===== src/rtl/ram_rr_arbiter_if.sv =====
// Bus bundle between two RAM requesters, the round-robin controller and the RAM.
// The slave modport is the controller's view; master is the requester/RAM side.
interface ram_rr_arbiter_if #(
    parameter int AW = 4,
    parameter int DW = 4
);
    logic          M0_REQ;
    logic          M0_WR;
    logic [AW-1:0] M0_A;
    logic [DW-1:0] M0_D;
    logic          M0_GNT;
    logic          M0_RVALID;
    logic [DW-1:0] M0_RDATA;

    logic          M1_REQ;
    logic          M1_WR;
    logic [AW-1:0] M1_A;
    logic [DW-1:0] M1_D;
    logic          M1_GNT;
    logic          M1_RVALID;
    logic [DW-1:0] M1_RDATA;

    logic          RAM_EN;
    logic          RAM_WR;
    logic [AW-1:0] RAM_A;
    logic [DW-1:0] RAM_D;
    logic [DW-1:0] RAM_Q;
    logic          INIT_DONE;

    modport slave (
        input  M0_REQ, M0_WR, M0_A, M0_D,
        output M0_GNT, M0_RVALID, M0_RDATA,
        input  M1_REQ, M1_WR, M1_A, M1_D,
        output M1_GNT, M1_RVALID, M1_RDATA,
        output RAM_EN, RAM_WR, RAM_A, RAM_D,
        input  RAM_Q,
        output INIT_DONE
    );

    modport master (
        output M0_REQ, M0_WR, M0_A, M0_D,
        input  M0_GNT, M0_RVALID, M0_RDATA,
        output M1_REQ, M1_WR, M1_A, M1_D,
        input  M1_GNT, M1_RVALID, M1_RDATA,
        input  RAM_EN, RAM_WR, RAM_A, RAM_D,
        output RAM_Q,
        input  INIT_DONE
    );
endinterface


===== src/rtl/ram_rr_arbiter.sv =====
// Clears a single-port synchronous RAM after reset, then shares it between two
// requesters with round-robin arbitration and routes read data back to its issuer.
module ram_rr_arbiter #(
    parameter int            AW       = 4,
    parameter int            DW       = 4,
    parameter logic [DW-1:0] INIT_VAL = '0
) (
    input  logic            CLK,
    input  logic            RST,
    ram_rr_arbiter_if.slave bus
);
    typedef enum logic {
        ST_INIT,
        ST_RUN
    } state_t;

    state_t        state_q, state_d;
    logic [AW-1:0] init_cnt_q, init_cnt_d;
    logic          rr_ptr_q, rr_ptr_d;
    logic          init_done_q, init_done_d;
    logic          rd_valid_q, rd_valid_d;
    logic          rd_owner_q, rd_owner_d;

    logic          gnt0, gnt1;
    logic          ram_en, ram_wr;
    logic [AW-1:0] ram_a;
    logic [DW-1:0] ram_d;

    always_comb begin
        state_d     = state_q;
        init_cnt_d  = init_cnt_q;
        rr_ptr_d    = rr_ptr_q;
        init_done_d = init_done_q;
        rd_valid_d  = 1'b0;
        rd_owner_d  = rd_owner_q;
        gnt0        = 1'b0;
        gnt1        = 1'b0;
        ram_en      = 1'b0;
        ram_wr      = 1'b0;
        ram_a       = '0;
        ram_d       = '0;

        case (state_q)
            ST_INIT: begin
                ram_en     = 1'b1;
                ram_wr     = 1'b1;
                ram_a      = init_cnt_q;
                ram_d      = INIT_VAL;
                init_cnt_d = init_cnt_q + AW'(1);
                if (init_cnt_q == {AW{1'b1}}) begin
                    state_d     = ST_RUN;
                    init_done_d = 1'b1;
                end
            end
            ST_RUN: begin
                // rr_ptr names the requester that wins a tie; it always points at the last loser.
                gnt0 = bus.M0_REQ && (!bus.M1_REQ || !rr_ptr_q);
                gnt1 = bus.M1_REQ && (!bus.M0_REQ || rr_ptr_q);
                if (gnt0) begin
                    ram_en     = 1'b1;
                    ram_wr     = bus.M0_WR;
                    ram_a      = bus.M0_A;
                    ram_d      = bus.M0_D;
                    rr_ptr_d   = 1'b1;
                    rd_valid_d = !bus.M0_WR;
                    rd_owner_d = 1'b0;
                end else if (gnt1) begin
                    ram_en     = 1'b1;
                    ram_wr     = bus.M1_WR;
                    ram_a      = bus.M1_A;
                    ram_d      = bus.M1_D;
                    rr_ptr_d   = 1'b0;
                    rd_valid_d = !bus.M1_WR;
                    rd_owner_d = 1'b1;
                end
            end
            default: begin
                state_d = ST_INIT;
            end
        endcase
    end

    always_ff @(posedge CLK) begin
        if (RST) begin
            state_q     <= ST_INIT;
            init_cnt_q  <= '0;
            rr_ptr_q    <= 1'b0;
            init_done_q <= 1'b0;
            rd_valid_q  <= 1'b0;
            rd_owner_q  <= 1'b0;
        end else begin
            state_q     <= state_d;
            init_cnt_q  <= init_cnt_d;
            rr_ptr_q    <= rr_ptr_d;
            init_done_q <= init_done_d;
            rd_valid_q  <= rd_valid_d;
            rd_owner_q  <= rd_owner_d;
        end
    end

    // RAM_Q is only meaningful in the cycle after an accepted read, so gate it per owner.
    assign bus.M0_GNT    = gnt0;
    assign bus.M1_GNT    = gnt1;
    assign bus.M0_RVALID = rd_valid_q && !rd_owner_q;
    assign bus.M1_RVALID = rd_valid_q && rd_owner_q;
    assign bus.M0_RDATA  = (rd_valid_q && !rd_owner_q) ? bus.RAM_Q : '0;
    assign bus.M1_RDATA  = (rd_valid_q && rd_owner_q) ? bus.RAM_Q : '0;
    assign bus.RAM_EN    = ram_en;
    assign bus.RAM_WR    = ram_wr;
    assign bus.RAM_A     = ram_a;
    assign bus.RAM_D     = ram_d;
    assign bus.INIT_DONE = init_done_q;
endmodule


===== src/flat_wrapper.sv =====
// flat-port wrapper written by rule: the top's interface ports become plain ports
module ram_rr_arbiter_flat 
#(
    parameter int            AW       = 4,
    parameter int            DW       = 4,
    parameter logic [DW-1:0] INIT_VAL = '0
)
  (CLK, RST, bus_M0_REQ, bus_M0_WR, bus_M0_A, bus_M0_D, bus_M0_GNT, bus_M0_RVALID, bus_M0_RDATA, bus_M1_REQ, bus_M1_WR, bus_M1_A, bus_M1_D, bus_M1_GNT, bus_M1_RVALID, bus_M1_RDATA, bus_RAM_EN, bus_RAM_WR, bus_RAM_A, bus_RAM_D, bus_RAM_Q, bus_INIT_DONE);
  ram_rr_arbiter_if #(.AW(AW), .DW(DW)) bus_i ();
  input  logic CLK;
  input  logic RST;
  input wire logic [$bits(bus_i.M0_REQ)-1:0] bus_M0_REQ;
  input wire logic [$bits(bus_i.M0_WR)-1:0] bus_M0_WR;
  input wire logic [$bits(bus_i.M0_A)-1:0] bus_M0_A;
  input wire logic [$bits(bus_i.M0_D)-1:0] bus_M0_D;
  output wire logic [$bits(bus_i.M0_GNT)-1:0] bus_M0_GNT;
  output wire logic [$bits(bus_i.M0_RVALID)-1:0] bus_M0_RVALID;
  output wire logic [$bits(bus_i.M0_RDATA)-1:0] bus_M0_RDATA;
  input wire logic [$bits(bus_i.M1_REQ)-1:0] bus_M1_REQ;
  input wire logic [$bits(bus_i.M1_WR)-1:0] bus_M1_WR;
  input wire logic [$bits(bus_i.M1_A)-1:0] bus_M1_A;
  input wire logic [$bits(bus_i.M1_D)-1:0] bus_M1_D;
  output wire logic [$bits(bus_i.M1_GNT)-1:0] bus_M1_GNT;
  output wire logic [$bits(bus_i.M1_RVALID)-1:0] bus_M1_RVALID;
  output wire logic [$bits(bus_i.M1_RDATA)-1:0] bus_M1_RDATA;
  output wire logic [$bits(bus_i.RAM_EN)-1:0] bus_RAM_EN;
  output wire logic [$bits(bus_i.RAM_WR)-1:0] bus_RAM_WR;
  output wire logic [$bits(bus_i.RAM_A)-1:0] bus_RAM_A;
  output wire logic [$bits(bus_i.RAM_D)-1:0] bus_RAM_D;
  input wire logic [$bits(bus_i.RAM_Q)-1:0] bus_RAM_Q;
  output wire logic [$bits(bus_i.INIT_DONE)-1:0] bus_INIT_DONE;
  assign bus_i.M0_REQ = bus_M0_REQ;
  assign bus_i.M0_WR = bus_M0_WR;
  assign bus_i.M0_A = bus_M0_A;
  assign bus_i.M0_D = bus_M0_D;
  assign bus_M0_GNT = bus_i.M0_GNT;
  assign bus_M0_RVALID = bus_i.M0_RVALID;
  assign bus_M0_RDATA = bus_i.M0_RDATA;
  assign bus_i.M1_REQ = bus_M1_REQ;
  assign bus_i.M1_WR = bus_M1_WR;
  assign bus_i.M1_A = bus_M1_A;
  assign bus_i.M1_D = bus_M1_D;
  assign bus_M1_GNT = bus_i.M1_GNT;
  assign bus_M1_RVALID = bus_i.M1_RVALID;
  assign bus_M1_RDATA = bus_i.M1_RDATA;
  assign bus_RAM_EN = bus_i.RAM_EN;
  assign bus_RAM_WR = bus_i.RAM_WR;
  assign bus_RAM_A = bus_i.RAM_A;
  assign bus_RAM_D = bus_i.RAM_D;
  assign bus_i.RAM_Q = bus_RAM_Q;
  assign bus_INIT_DONE = bus_i.INIT_DONE;
  ram_rr_arbiter #(.AW(AW), .DW(DW), .INIT_VAL(INIT_VAL)) u_core (.CLK(CLK), .RST(RST), .bus(bus_i));
endmodule

===== config.mk =====
export PLATFORM = sky130hd
export DESIGN_NAME = ram_rr_arbiter_flat
export DESIGN_NICKNAME = d
export VERILOG_FILES = /design/src/rtl/ram_rr_arbiter_if.sv /design/src/rtl/ram_rr_arbiter.sv /design/src/flat_wrapper.sv
export SDC_FILE = /design/constraint.sdc
export NUM_CORES = 1
export LEC_CHECK = 0
export ABC_AREA = 0
export CAP_MARGIN = 10
export CELL_PAD_IN_SITES_DETAIL_PLACEMENT = 0
export CELL_PAD_IN_SITES_GLOBAL_PLACEMENT = 1
export CORE_MARGIN = 2
export CORE_UTILIZATION = 22
export CTS_CLUSTER_DIAMETER = 200
export CTS_CLUSTER_SIZE = 24
export DETAILED_ROUTE_END_ITERATION = 7
export GPL_TIMING_DRIVEN = 1
export PLACE_DENSITY = 0.94
export SETUP_SLACK_MARGIN = 0.15
export SYNTH_ARGS = -nofsm -noshare
export SYNTH_HDL_FRONTEND = slang
export SYNTH_SLANG_ARGS = --single-unit
export TNS_END_PERCENT = 30

===== constraint.sdc =====
create_clock -name CLK -period 3.4 [get_ports CLK]
set_input_delay 0.51 -clock CLK [delete_from_list [all_inputs] [get_ports CLK]]
set_output_delay 0.51 -clock CLK [all_outputs]
set_load 0.005 [all_outputs]

==> flow_summary.yaml, run 1 <==
status:
  status: "complete, no violations"
global_routing:
  grt_max_degree: 18
  overflow: 0
  antenna_found_initial: 0
  grt_pass1_wl_um: 2640
  grt_pass1_vias: 609
  grtUsageTotal_pct: 10.3
final_layout:
  fin_nets: 146
  instances_no_fill: 148
  final_core_util_pct: 44.3
  drive_gt1_share_pct: 8.47
  fillers: 257
  area_delta_synth_final_pct: 89.0
  final_area_um2: 1120
  antennaDiodeCount: 0
  multi_input_area_um2: 379
  register_area_um2: 180
synthesis:
  synth.net_count: 96
  avgSynthCellArea_um2: 8.58
  yosysMostFrequentCell: "dfxtp_1"
  yosysTopAreaCell: "dfxtp_1"
  yosysUniqueCellTypes: 30
  synth_cells: 69
  synthFlopType: "dfxtp_1"
  synthTopCellsByArea: "dfxtp_1, nor2b_1, and2_1, a221o_1, nor2_1"
  synth_edf_count: 0
  syn-cell-area_um2: 592
  synth_top_area_share_pct: 30.4
  yosysSeqAreaShare_pct: 30.4
  yosys_warnings: 0
  synth_common_cells: "dfxtp_1, nor2_1, nor2b_1"
  ys_ff_latch: 9
  async_flop_share_pct: 0
place:
  place_ws_ns: 0.463
  placed_cells: 144
  hpwl_um: 1310
  io_buffer_count: 48
  place_congestion: 0.898
  placedInstanceArea_um2: 1090
floorplanning:
  start_util_pct: 23.5
  die_h_um: 55.9
  die_w_um: 55.9
  ios: 49
  core_um2: 2520
  dieArea_um2: 3120
  std_cell_rows: 18
routing:
  drc: 0
  avgViaCountPerCell: 4.61
  final_antenna_net_count: 0
  via_count: 682
  firstDrtPassIters: 4
  post_drt_wl_per_cell_um: 10.9
  finalWirelength_um: 1620
  drt_iter0_markers: 23
sta:
  worstMarginPinSlew_ns: 0.578
  min_period_over_period_pct: 86.3
  tns_ns: 0
  slew_violations: 0
  setup_violations: 0
  max_freq_mhz: 341
  hold-worst-slack_ns: 0.488
  max_slew_margin_pct: 61.4
  hold_viol_final: 0
  rsz0062_at_grt: "no"
  fin_crit_ns: 2.93
  timing.final.ws_setup_ns: 0.466
  fin_skew_ns: 0.000296
critical_path:
  startpoint_type: "primary input"
  max_stage_delay_ns: 0.59
  cp_common_cell: "clkdlybuf4s50_1"
  slowest_stage: "clkdlybuf4s50_1"
  end_kind: "output port"
  r2r-end: "u_core.rd_owner_q"
  cp_cell_sequence: "clkdlybuf4s50_1, nand2_1, nor2b_1, a221o_1, clkdlybuf4s50_1"
  crit_fanout: 9
  r2r-start: "u_core.rr_ptr_q"
  critical_path_class: "in -> out"
  cp.required_ns: 2.89
  arrival_ns: 2.42
  rr_worst_depth: 3
  ff2ff_setup_slack_ns: 2.10
worst_hold_path:
  whs_endpoint: "u_core.bus.INIT_DONE"
  min_from: "u_core.bus.INIT_DONE"
  hold_depth: 2
  hold_path_class: "reg -> reg"
clock_tree:
  ctsResizeCount: 0
  cts_root_buffer: "clkbuf_4"
  tritoncts: "yes"
  htreeDepth: 1
  path_clk_slew_ns: 0.06
  cts_made_buffers: 3
  clkLatencyLatePin_ns: 0.25
  post_cts_buffers: 0
  hold_buffers: 0
  cts_buffer_depth: 2
  cts.sinks: 9
power_and_ir_drop:
  power_mw: 0.245
  power_density_nw_per_um2: 219
  vdd_drop_max_v: 0.000121
  leakagePower_nw: 0.437
run:
  cap_viol_max_count: 0
## registers in the layout, indices dropped and copies added (netlist names)
| name | cells |
|---|---|
| u_core.rd_owner_q | 1 |
| u_core.state_q | 1 |
| u_core.bus.INIT_DONE | 1 |
| u_core.rr_ptr_q | 1 |
| u_core.rd_valid_q | 1 |
| u_core.init_cnt_q | 4 |
## cells in the final DEF (no fill, tap or decap), types with 2 or more instances in the layout
| cell | synthesis | layout |
|---|---|---|
| clkdlybuf4s50_1 | 0 | 48 |
| dfxtp_1 | 9 | 9 |
| nor2_1 | 8 | 8 |
| nor2b_1 | 6 | 6 |
| and2_1 | 5 | 5 |
| and3_1 | 4 | 4 |
| nand2_1 | 3 | 3 |
| a221o_1 | 3 | 3 |
| clkbuf_4 | 0 | 3 |
| a22o_1 | 2 | 2 |
| a22o_2 | 2 | 2 |
| nand3_1 | 2 | 2 |
| a32oi_1 | 2 | 2 |
| xor2_1 | 2 | 2 |
| inv_1 | 2 | 2 |
| a31oi_1 | 2 | 2 |
## how the worst max path moves through the flow
stage                          start            to  slack, ns
after floorplan           bus_M0_REQ  bus_RAM_A[1]       1.64
after global placement    bus_M1_REQ  bus_RAM_A[1]       0.51
after detailed placement  bus_M1_REQ  bus_RAM_A[3]       0.46
after CTS                 bus_M1_REQ  bus_RAM_A[3]       0.46
after global routing      bus_M1_REQ  bus_RAM_A[1]       0.31
final                     bus_M1_REQ  bus_RAM_A[3]       0.47
## final cells by class
class	instances	area share (%)
repair buffers	49	43.6
flip-flops and latches	9	16.1
well taps	30	3.36
inverters	2	0.671
multi-input cells	54	33.9
clock buffers	4	2.35
## report_power, final
group	switching, mW	internal [mW]	leakage, nW	total [mW]
Clock	0.0326	0.0449	0.0150	0.0775
Combinational	0.0159	0.0391	0.349	0.0550
Sequential	0.00367	0.109	0.0731	0.112
## metal layers
layer	global-route usage [%]	part of all wire [%]
met1	13.9	49
met2	14.6	37
met4	3.06	0
met5	0	0
met3	4.88	14
## critical path, delay by kind of cell
| family | cells | cell delay (ns) |
|---|---|---|
| simple gates | 2 | 0.57 |
| compound gates | 1 | 0.25 |
| buf+inv | 2 | 1.09 |
## cells by family after synthesis
family / count (synthesis) / synth area share (%)
AO/OA/AOI/OAI: 15 / 22.6
XOR/XNOR: 3 / 4.44
multiplexers: 1 / 1.69
buffers and inverters: 6 / 5.50
AND/OR/NAND/NOR: 34 / 33.2
flip-flops: 9 / 30.4
adder cells (fa/ha/maj): 1 / 2.11
Power figures use the tool's default switching activity.
==> inputs of run 2 (changes only) <==
CORE_ASPECT_RATIO = 1.25   (was unset)
==> run 2 against run 1 <==
Sequential cell count unchanged; total power rose by 1.2%; largest power group unchanged; clock skew up 0.0011 ns; sequential share of layout area is 0.072 points lower; via count up 2.5%.
==> flow_summary.yaml, run 2 (same netlist as run 1, synthesis figures left out) <==
global_routing:
  grt_max_degree: 18
  overflow: 0
  grtUsageTotal_pct: 10.8
  antenna_found_initial: 0
  grt_pass1_wl_um: 2570
  grt_pass1_vias: 634
clock_tree:
  cts_buffer_depth: 2
  cts_root_buffer: "clkbuf_4"
  path_clk_slew_ns: 0.06
  ctsResizeCount: 0
  htreeDepth: 1
  cts_made_buffers: 3
  cts.sinks: 9
  clkLatencyLatePin_ns: 0.25
  post_cts_buffers: 0
  tritoncts: "yes"
  hold_buffers: 0
worst_hold_path:
  hold_path_class: "reg -> reg"
sta:
  tns_ns: 0
  slew_violations: 0
  min_period_over_period_pct: 85.9
  setup_violations: 0
  fin_crit_ns: 2.92
  hold_viol_final: 0
  fin_skew_ns: 0.00142
  max_slew_margin_pct: 61.8
  rsz0062_at_grt: "no"
  max_freq_mhz: 342
  worstMarginPinSlew_ns: 0.572
routing:
  post_drt_wl_per_cell_um: 11.2
  firstDrtPassIters: 3
  drt_iter0_markers: 8
  avgViaCountPerCell: 4.60
  via_count: 699
  final_antenna_net_count: 0
  drc: 0
  finalWirelength_um: 1700
place:
  io_buffer_count: 48
  place_congestion: 0.640
  hpwl_um: 1330
  placedInstanceArea_um2: 1100
critical_path:
  cp_common_cell: "clkdlybuf4s50_1"
  max_stage_delay_ns: 0.59
  arrival_ns: 2.41
  slowest_stage: "clkdlybuf4s50_1"
  path_buf_inv: 2
  cp_cell_sequence: "clkdlybuf4s50_1, nand2_1, nor2b_1, a221o_1, clkdlybuf4s50_1"
  critical_path_class: "in -> out"
  crit_family: "buffers and inverters"
  startpoint_type: "primary input"
  cp.required_ns: 2.89
  end_kind: "output port"
  crit_fanout: 9
floorplanning:
  die_h_um: 62.0
  dieArea_um2: 3120
  die_w_um: 50.4
  ios: 49
  std_cell_rows: 21
  start_util_pct: 22.5
  core_um2: 2630
power_and_ir_drop:
  p_int_mw: 0.193
  leakagePower_nw: 0.437
  power_density_nw_per_um2: 221
  vdd_drop_max_v: 0.000144
  seq_power_share_pct: 45.3
  p_comb_share_pct: 22.5
  switchingPower_mw: 0.0549
  swShare_pct: 22.2
  power.share.clock_pct: 32.2
final_layout:
  final_core_util_pct: 42.8
  largest_reg_flops: 4
  final_cell_mix: "clkdlybuf4s50_1, dfxtp_1, nor2_1"
  drive_gt1_share_pct: 8.47
  largest_register: "u_core.init_cnt_q"
  final_common_cell: "clkdlybuf4s50_1"
  antennaDiodeCount: 0
  fillers: 276
  fin_nets: 146
  final_area_um2: 1120
  area_delta_synth_final_pct: 89.9
  register_area_um2: 180
  multi_input_area_um2: 379
status:
  status: "complete, no violations"
run:
  cap_viol_max_count: 0
-- run 2: final timing paths --
check        cells past startpoint              endpoint  slack [ns]                  from
min                              2  u_core.bus.INIT_DONE        0.47  u_core.bus.INIT_DONE
max reg2reg                      3     u_core.rd_owner_q        2.10       u_core.rr_ptr_q
min reg2reg                      2  u_core.bus.INIT_DONE        0.47  u_core.bus.INIT_DONE
max                              5          bus_RAM_A[1]        0.48            bus_M1_REQ
-- run 2: worst register-to-register path, stage by stage (launching register included) --
cell and delay (ns):
dfxtp_1 0.37, nand2b_4 0.16, nor2b_1 0.49, o21ba_2 0.23
-- run 2: metal layers --
metal / share of wire [%] / up-vias / GRT usage (%)
li1: - / 347 / -
met1: 40 / 308 / 10.2
met2: 45 / 44 / 19.9
met3: 15 / 0 / 5.50
met4: 0 / 0 / 4.63
met5: 0 / - / 0
-- run 2: through the flow --
stage | cells | setup WS (ns) | power (mW) | hold WS [ns]
floorplan | 69 | 1.64 | 0.130 | 0.461
global placement | 148 | 0.513 | 0.169 | 0.466
detailed placement | 148 | 0.471 | 0.170 | 0.465
CTS | 152 | 0.470 | 0.253 | 0.479
global route | 152 | 0.326 | 0.263 | 0.513
finish | 152 | 0.479 | 0.248 | 0.475
-- run 2: final cells by class --
type	count	share of cell area, %
Clock buffer	4	2.34
Inverter	2	0.668
Multi-Input combinational cell	54	33.7
Sequential cell	9	16.0
Tap cell	34	3.79
Timing Repair Buffer	49	43.4
-- run 2: power by group through the flow --
stage          clock network [mW]  registers, mW  logic [mW]
6_report                   0.0799          0.112      0.0557
5_1_grt                    0.0907          0.112      0.0601
4_1_cts                    0.0841          0.112      0.0563
3_5_place_dp                    0          0.114      0.0556
3_3_place_gp                    0          0.114      0.0549
2_1_floorplan                   0          0.114      0.0165
==> inputs of run 3 (changes only) <==
CAP_MARGIN = unset   (was 10)
==> results of run 3 <==
Same layout as run 2: the final DEF is identical, and so are final timing and power.
